==> src/rtl/trng_pkg.sv <==
// Shared types and defaults for the TRNG sampling controller.
package trng_pkg;

    // Controller states
    typedef enum logic [2:0] {
        S_IDLE   = 3'd0,
        S_WARMUP = 3'd1,
        S_SAMPLE = 3'd2,
        S_HOLD   = 3'd3,
        S_FAIL   = 3'd4
    } trng_state_e;

    // Default timing and health-test settings
    localparam int SAMPLE_DIV_DEF = 16;
    localparam int WARMUP_DEF     = 64;
    localparam int REP_LIMIT_DEF  = 32;

    // Width of the repetition counter; holds any legal limit (up to 63)
    localparam int REP_W = 6;

    // Next repetition count: a run starts at 1, grows on a repeat and
    // saturates at its maximum so it never wraps back below the limit.
    function automatic logic [REP_W-1:0] rep_step(input logic [REP_W-1:0] cnt,
                                                  input logic             same);
        logic [REP_W-1:0] res;
        if (cnt == '0 || !same) begin
            res = REP_W'(1);
        end else if (cnt == {REP_W{1'b1}}) begin
            res = cnt;
        end else begin
            res = cnt + REP_W'(1);
        end
        return res;
    endfunction

endpackage

==> src/rtl/trng_sync2.sv <==
// Two-flop synchronizer that brings the free-running oscillator output into clk.
module sync2 (
    input  logic clk,
    input  logic rst_n,
    input  logic d_i,
    output logic q_o
);

    logic meta_q;
    logic sync_q;

    // Two back-to-back flops give the first stage a full cycle to settle
    always_ff @(posedge clk or negedge rst_n) begin
        if (!rst_n) begin
            meta_q <= 1'b0;
            sync_q <= 1'b0;
        end else begin
            meta_q <= d_i;
            sync_q <= meta_q;
        end
    end

    assign q_o = sync_q;

endmodule

==> src/rtl/trng_ctrl.sv <==
// TRNG controller: warms up the ring oscillator, samples it, applies von
// Neumann debiasing, assembles bytes and runs a repetition-count health test.
module trng_ctrl
    import trng_pkg::*;
#(
    parameter int SAMPLE_DIV = SAMPLE_DIV_DEF,
    parameter int WARMUP     = WARMUP_DEF,
    parameter int REP_LIMIT  = REP_LIMIT_DEF
) (
    input  logic       clk,
    input  logic       rst_n,
    input  logic       start,
    input  logic       ro_raw,
    output logic       ro_en,
    output logic [7:0] rd_data,
    output logic       rd_valid,
    input  logic       rd_ready,
    output logic       health_fail
);

    trng_state_e      state_q,  state_d;
    logic [7:0]       warm_q,   warm_d;
    logic [7:0]       div_q,    div_d;
    logic             phase_q,  phase_d;
    logic             first_q,  first_d;
    logic [2:0]       bitcnt_q, bitcnt_d;
    logic [7:0]       byte_q,   byte_d;
    logic [REP_W-1:0] rep_q,    rep_d;
    logic             prev_q,   prev_d;
    logic             hfail_q,  hfail_d;

    logic             ro_sync;
    logic [REP_W-1:0] rep_next;
    logic             trip;
    logic             bit_yield;
    logic             byte_done;

    sync2 u_sync (
        .clk   (clk),
        .rst_n (rst_n),
        .d_i   (ro_raw),
        .q_o   (ro_sync)
    );

    // State register
    always_ff @(posedge clk or negedge rst_n) begin
        if (!rst_n) begin
            state_q <= S_IDLE;
        end else begin
            state_q <= state_d;
        end
    end

    // Counters, sample history, byte shifter and health flag
    always_ff @(posedge clk or negedge rst_n) begin
        if (!rst_n) begin
            warm_q   <= '0;
            div_q    <= '0;
            phase_q  <= 1'b0;
            first_q  <= 1'b0;
            bitcnt_q <= '0;
            byte_q   <= '0;
            rep_q    <= '0;
            prev_q   <= 1'b0;
            hfail_q  <= 1'b0;
        end else begin
            warm_q   <= warm_d;
            div_q    <= div_d;
            phase_q  <= phase_d;
            first_q  <= first_d;
            bitcnt_q <= bitcnt_d;
            byte_q   <= byte_d;
            rep_q    <= rep_d;
            prev_q   <= prev_d;
            hfail_q  <= hfail_d;
        end
    end

    // Next-state logic: start=0 always wins, a health trip beats byte completion
    always_comb begin
        state_d   = state_q;
        warm_d    = warm_q;
        div_d     = div_q;
        phase_d   = phase_q;
        first_d   = first_q;
        bitcnt_d  = bitcnt_q;
        byte_d    = byte_q;
        rep_d     = rep_q;
        prev_d    = prev_q;
        hfail_d   = hfail_q;
        rep_next  = rep_step(rep_q, ro_sync == prev_q);
        trip      = 1'b0;
        bit_yield = 1'b0;
        byte_done = 1'b0;

        if (!start) begin
            state_d  = S_IDLE;
            warm_d   = '0;
            div_d    = '0;
            phase_d  = 1'b0;
            bitcnt_d = '0;
            byte_d   = '0;
            rep_d    = '0;
        end else begin
            case (state_q)
                S_IDLE: begin
                    state_d = S_WARMUP;
                    warm_d  = '0;
                    hfail_d = 1'b0;
                end
                S_WARMUP: begin
                    if (warm_q == 8'(WARMUP - 1)) begin
                        state_d  = S_SAMPLE;
                        div_d    = '0;
                        phase_d  = 1'b0;
                        bitcnt_d = '0;
                        byte_d   = '0;
                        rep_d    = '0;
                    end else begin
                        warm_d = warm_q + 8'd1;
                    end
                end
                S_SAMPLE: begin
                    if (div_q == 8'(SAMPLE_DIV - 1)) begin
                        div_d  = '0;
                        prev_d = ro_sync;
                        rep_d  = rep_next;
                        trip   = (rep_next >= REP_W'(REP_LIMIT));
                        if (!phase_q) begin
                            first_d = ro_sync;
                            phase_d = 1'b1;
                        end else begin
                            phase_d = 1'b0;
                            // 10 -> 1, 01 -> 0: the yielded bit equals the first sample
                            if (first_q != ro_sync) begin
                                bit_yield = 1'b1;
                                byte_d    = {byte_q[6:0], first_q};
                                bitcnt_d  = bitcnt_q + 3'd1;
                                byte_done = (bitcnt_q == 3'd7);
                            end
                        end
                        if (trip) begin
                            state_d  = S_FAIL;
                            hfail_d  = 1'b1;
                            byte_d   = '0;
                            bitcnt_d = '0;
                            phase_d  = 1'b0;
                        end else if (bit_yield && byte_done) begin
                            state_d = S_HOLD;
                        end
                    end else begin
                        div_d = div_q + 8'd1;
                    end
                end
                S_HOLD: begin
                    // Repetition history is kept across the handshake
                    if (rd_ready) begin
                        state_d  = S_SAMPLE;
                        bitcnt_d = '0;
                        phase_d  = 1'b0;
                        div_d    = '0;
                        byte_d   = '0;
                    end
                end
                S_FAIL: begin
                    hfail_d = 1'b1;
                end
                default: begin
                    state_d = S_IDLE;
                end
            endcase
        end
    end

    assign ro_en       = (state_q == S_WARMUP) || (state_q == S_SAMPLE) || (state_q == S_HOLD);
    assign rd_valid    = (state_q == S_HOLD);
    assign rd_data     = (state_q == S_HOLD) ? byte_q : 8'h00;
    assign health_fail = hfail_q;

endmodule
==> config.mk <==
export PLATFORM = sky130hd
export DESIGN_NAME = trng_ctrl
export DESIGN_NICKNAME = d
export VERILOG_FILES = /design/src/rtl/trng_pkg.sv /design/src/rtl/trng_sync2.sv /design/src/rtl/trng_ctrl.sv
export SDC_FILE = /design/constraint.sdc
export NUM_CORES = 1
export LEC_CHECK = 0
export ABC_AREA = 1
export CAP_MARGIN = 20
export CORE_MARGIN = 4
export CORE_UTILIZATION = 55
export CTS_CLUSTER_SIZE = 24
export DETAILED_ROUTE_END_ITERATION = 12
export GPL_TIMING_DRIVEN = 0
export PLACE_DENSITY = 0.75
export REMOVE_ABC_BUFFERS = 1
export SLEW_MARGIN = 20
export SYNTH_ARGS = -nofsm -noshare
export SYNTH_HDL_FRONTEND = slang
export SYNTH_HIERARCHICAL = 1
export SYNTH_SLANG_ARGS = --single-unit
==> constraint.sdc <==
create_clock -name clk -period 3.2 [get_ports clk]
set_input_delay 0.64 -clock clk [delete_from_list [all_inputs] [get_ports clk]]
set_output_delay 0.64 -clock clk [all_outputs]
set_load 0.05 [all_outputs]
==> out/results.ini <==
[floorplan]
die-height_um=75.6
die-area_um2=5720
rows=24
num_io_pins=16
initial_core_util=0.574
die_x_um=75.6
core_area_um2=4380

[finish]
antenna_cells=0
post-route-util=0.638
syn2layout_area_growth_pct=11.1
finalNetCount=367
drive_above_1_share=0.104

[cts]
cts_buffer_depth=2
clock_sinks=42
post_cts_buffers=0
clk_pin_slew_ps=80
tritoncts=yes
clk_latency_ps=290
htreeDepth=2
cts_root_buf=clkbuf_8
cts_buffers=5
holdBufCountCts=0
cts-resized-gates=0

[critical_path]
worst-path-max-fanout=10
worstPathArrival_ps=2010
worst_setup_path_end_kind=output port
rrSetupSlack_ps=1040
r2r_end=byte_q[1]$_DFFE_PN0P_
ff2ff_path_depth=10
r2r_start=rep_q[0]$_DFFE_PN0P_
worst-setup-path-type=reg -> out
required_ps=2560
start_kind=flop

[logic_synthesis]
yosys_warnings=6
synth_edf_count=0
synthArstFlopShare=1.00
syn_inst=340
synth.avg_cell_area_um2=7.40
synth.ff_latch_count=42
yosysSeqAreaShare=0.418
ys.flop_type=dfrtp_1
ys_types=32
syn_area_um2=2510

[timing]
hold_viol=0
finalWorstSetupSlack_ps=547
setup_tns_ps=0
finalClockSkew_ps=5.36
setup_viol=0
fmax_ghz=0.377
tightest_slew_ps=505
slew_violations=0
slew_headroom=0.662
fin_crit_ps=2650
timing.final.crit_share=0.829
rsz0062_at_grt=false

[detailed_routing]
routed_wl_mm=4.75
drt-vias-per-instance=5.19
drt-initial-drc-count=107
num_vias=2123
drc_errors=0
routedWlPerCell_um=11.6
ant_nets=0
firstDrtPassIters=4

[global_route]
grt_pass1_vias=1933
use_met3=0.0396
globalRouteMet2Util=0.302
busiest_layer=met2
gr-usage-met1=0.244
grt_max_degree=27
antenna_found_initial=0
grt_pass1_wl_mm=8.20
grt_usage=0.183
overflow=0

[placement]
place.gp.congestion=0.863
dpl.hpwl_mm=3.54
port_buffers=15
place_ws_ps=418

[hold_path]
hold_class=in -> async

[run]
cap_violations=0

[pwr]
powerDensity_nw_per_um2=604
power.leakage_nw=1.37
ir_drop_uv=432
power.total_mw=1.69

[run_status]
status=finished clean

placed cells by master, fill, tap and decap left out, types with 5 or more instances in the layout:
cell             count
clkdlybuf4s50_1     14
clkbuf_8             5
nor2_1              48
a21oi_1             17
nand3_1             26
inv_1               45
o21ai_0             15
dfrtp_1             42
ha_1                 6
nand4_1              9
inv_2                5
nand2_2              7
nand2_1             78
metal layers:
layer	wire length (µm)	up-vias
met5	0	-
met4	41	0
met3	151	5
met2	2320	27
met1	2240	979
li1	-	1112
registers in the layout, summed over array words and instances (netlist names):
register       flops
byte_q             8
u_sync/meta_q      1
warm_q             8
rep_q              6
health_fail        1
div_q              8
u_sync/q_o         1
first_q            1
prev_q             1
phase_q            1
bitcnt_q           3
state_q            3
stage by stage:
| step | hold slack, ps | instance area (µm²) | cells |
|---|---|---|---|
| 6_report | 275 | 2800 | 409 |
| 4_1_cts | 288 | 2800 | 409 |
| 2_1_floorplan | 331 | 2460 | 333 |
| 5_1_grt | 281 | 2800 | 409 |
| 3_3_place_gp | 354 | 2670 | 400 |
| 3_5_place_dp | 340 | 2690 | 401 |
layout make-up:
cell class              count  area [µm²]
inverters                  51         194
clock inverters             1        30.0
clock buffers               7        76.3
multi-input cells         240        1210
repair buffers             16         165
well taps                  52        65.1
flip-flops and latches     42        1050
fillers                   392        1590
worst max-delay path, stage by stage (launching register included):
cell and delay, ps:
dfrtp_1 430, inv_2 130, nand3_2 200, nor2_1 150, clkdlybuf4s50_1 810
worst max path at each step:
stage	startpoint	end	cells after the start
floorplan	state_q[2]$_DFFE_PN0P_	rd_data[0]	3
global placement	rst_n	state_q[0]$_DFFE_PN0P_	1
detailed placement	start	byte_q[1]$_DFFE_PN0P_	9
CTS	state_q[2]$_DFFE_PN0P_	rd_data[0]	4
global route	state_q[2]$_DFFE_PN0P_	rd_data[5]	4
finish	state_q[2]$_DFFE_PN0P_	rd_data[0]	4
Yosys cell counts, types with 2 or more instances:
| cell type | count | area, µm² |
|---|---|---|
| nor3_1 | 3 | 15.0 |
| xor2_1 | 2 | 17.5 |
| dfrtp_1 | 42 | 1050 |
| nand2_1 | 78 | 293 |
| nand3_1 | 26 | 130 |
| nor2_4 | 4 | 45.0 |
| a21oi_1 | 17 | 85.1 |
| o21ai_0 | 15 | 75.1 |
| nor2_1 | 48 | 180 |
| nor2_2 | 4 | 25.0 |
| nand4_1 | 9 | 56.3 |
| inv_2 | 5 | 18.8 |
| buf_2 | 3 | 15.0 |
| o21ai_1 | 3 | 15.0 |
| ha_1 | 6 | 75.1 |
| o31ai_1 | 3 | 22.5 |
| nand2_2 | 7 | 43.8 |
| nand3_2 | 4 | 40.0 |
| inv_1 | 45 | 169 |
| buf_6 | 3 | 33.8 |
| a31oi_1 | 2 | 12.5 |
cells by family after synthesis:
kind of cell	Yosys count	share of synthesized area
XOR/XNOR	2	0.00697
AND/OR/NAND/NOR	187	0.346
buffers and inverters	58	0.0995
AO/OA/AOI/OAI	45	0.0995
flip-flops	42	0.418
adder cells (fa/ha/maj)	6	0.0298
where the power goes:
group / leakage (nW) / internal, mW / switching, mW / total [mW]
sequential: 0.571 / 0.582 / 0.0600 / 0.642
combinational: 0.749 / 0.188 / 0.456 / 0.644
clock: 0.0524 / 0.233 / 0.169 / 0.403
Note: power is estimated with default switching activity, not from simulation.
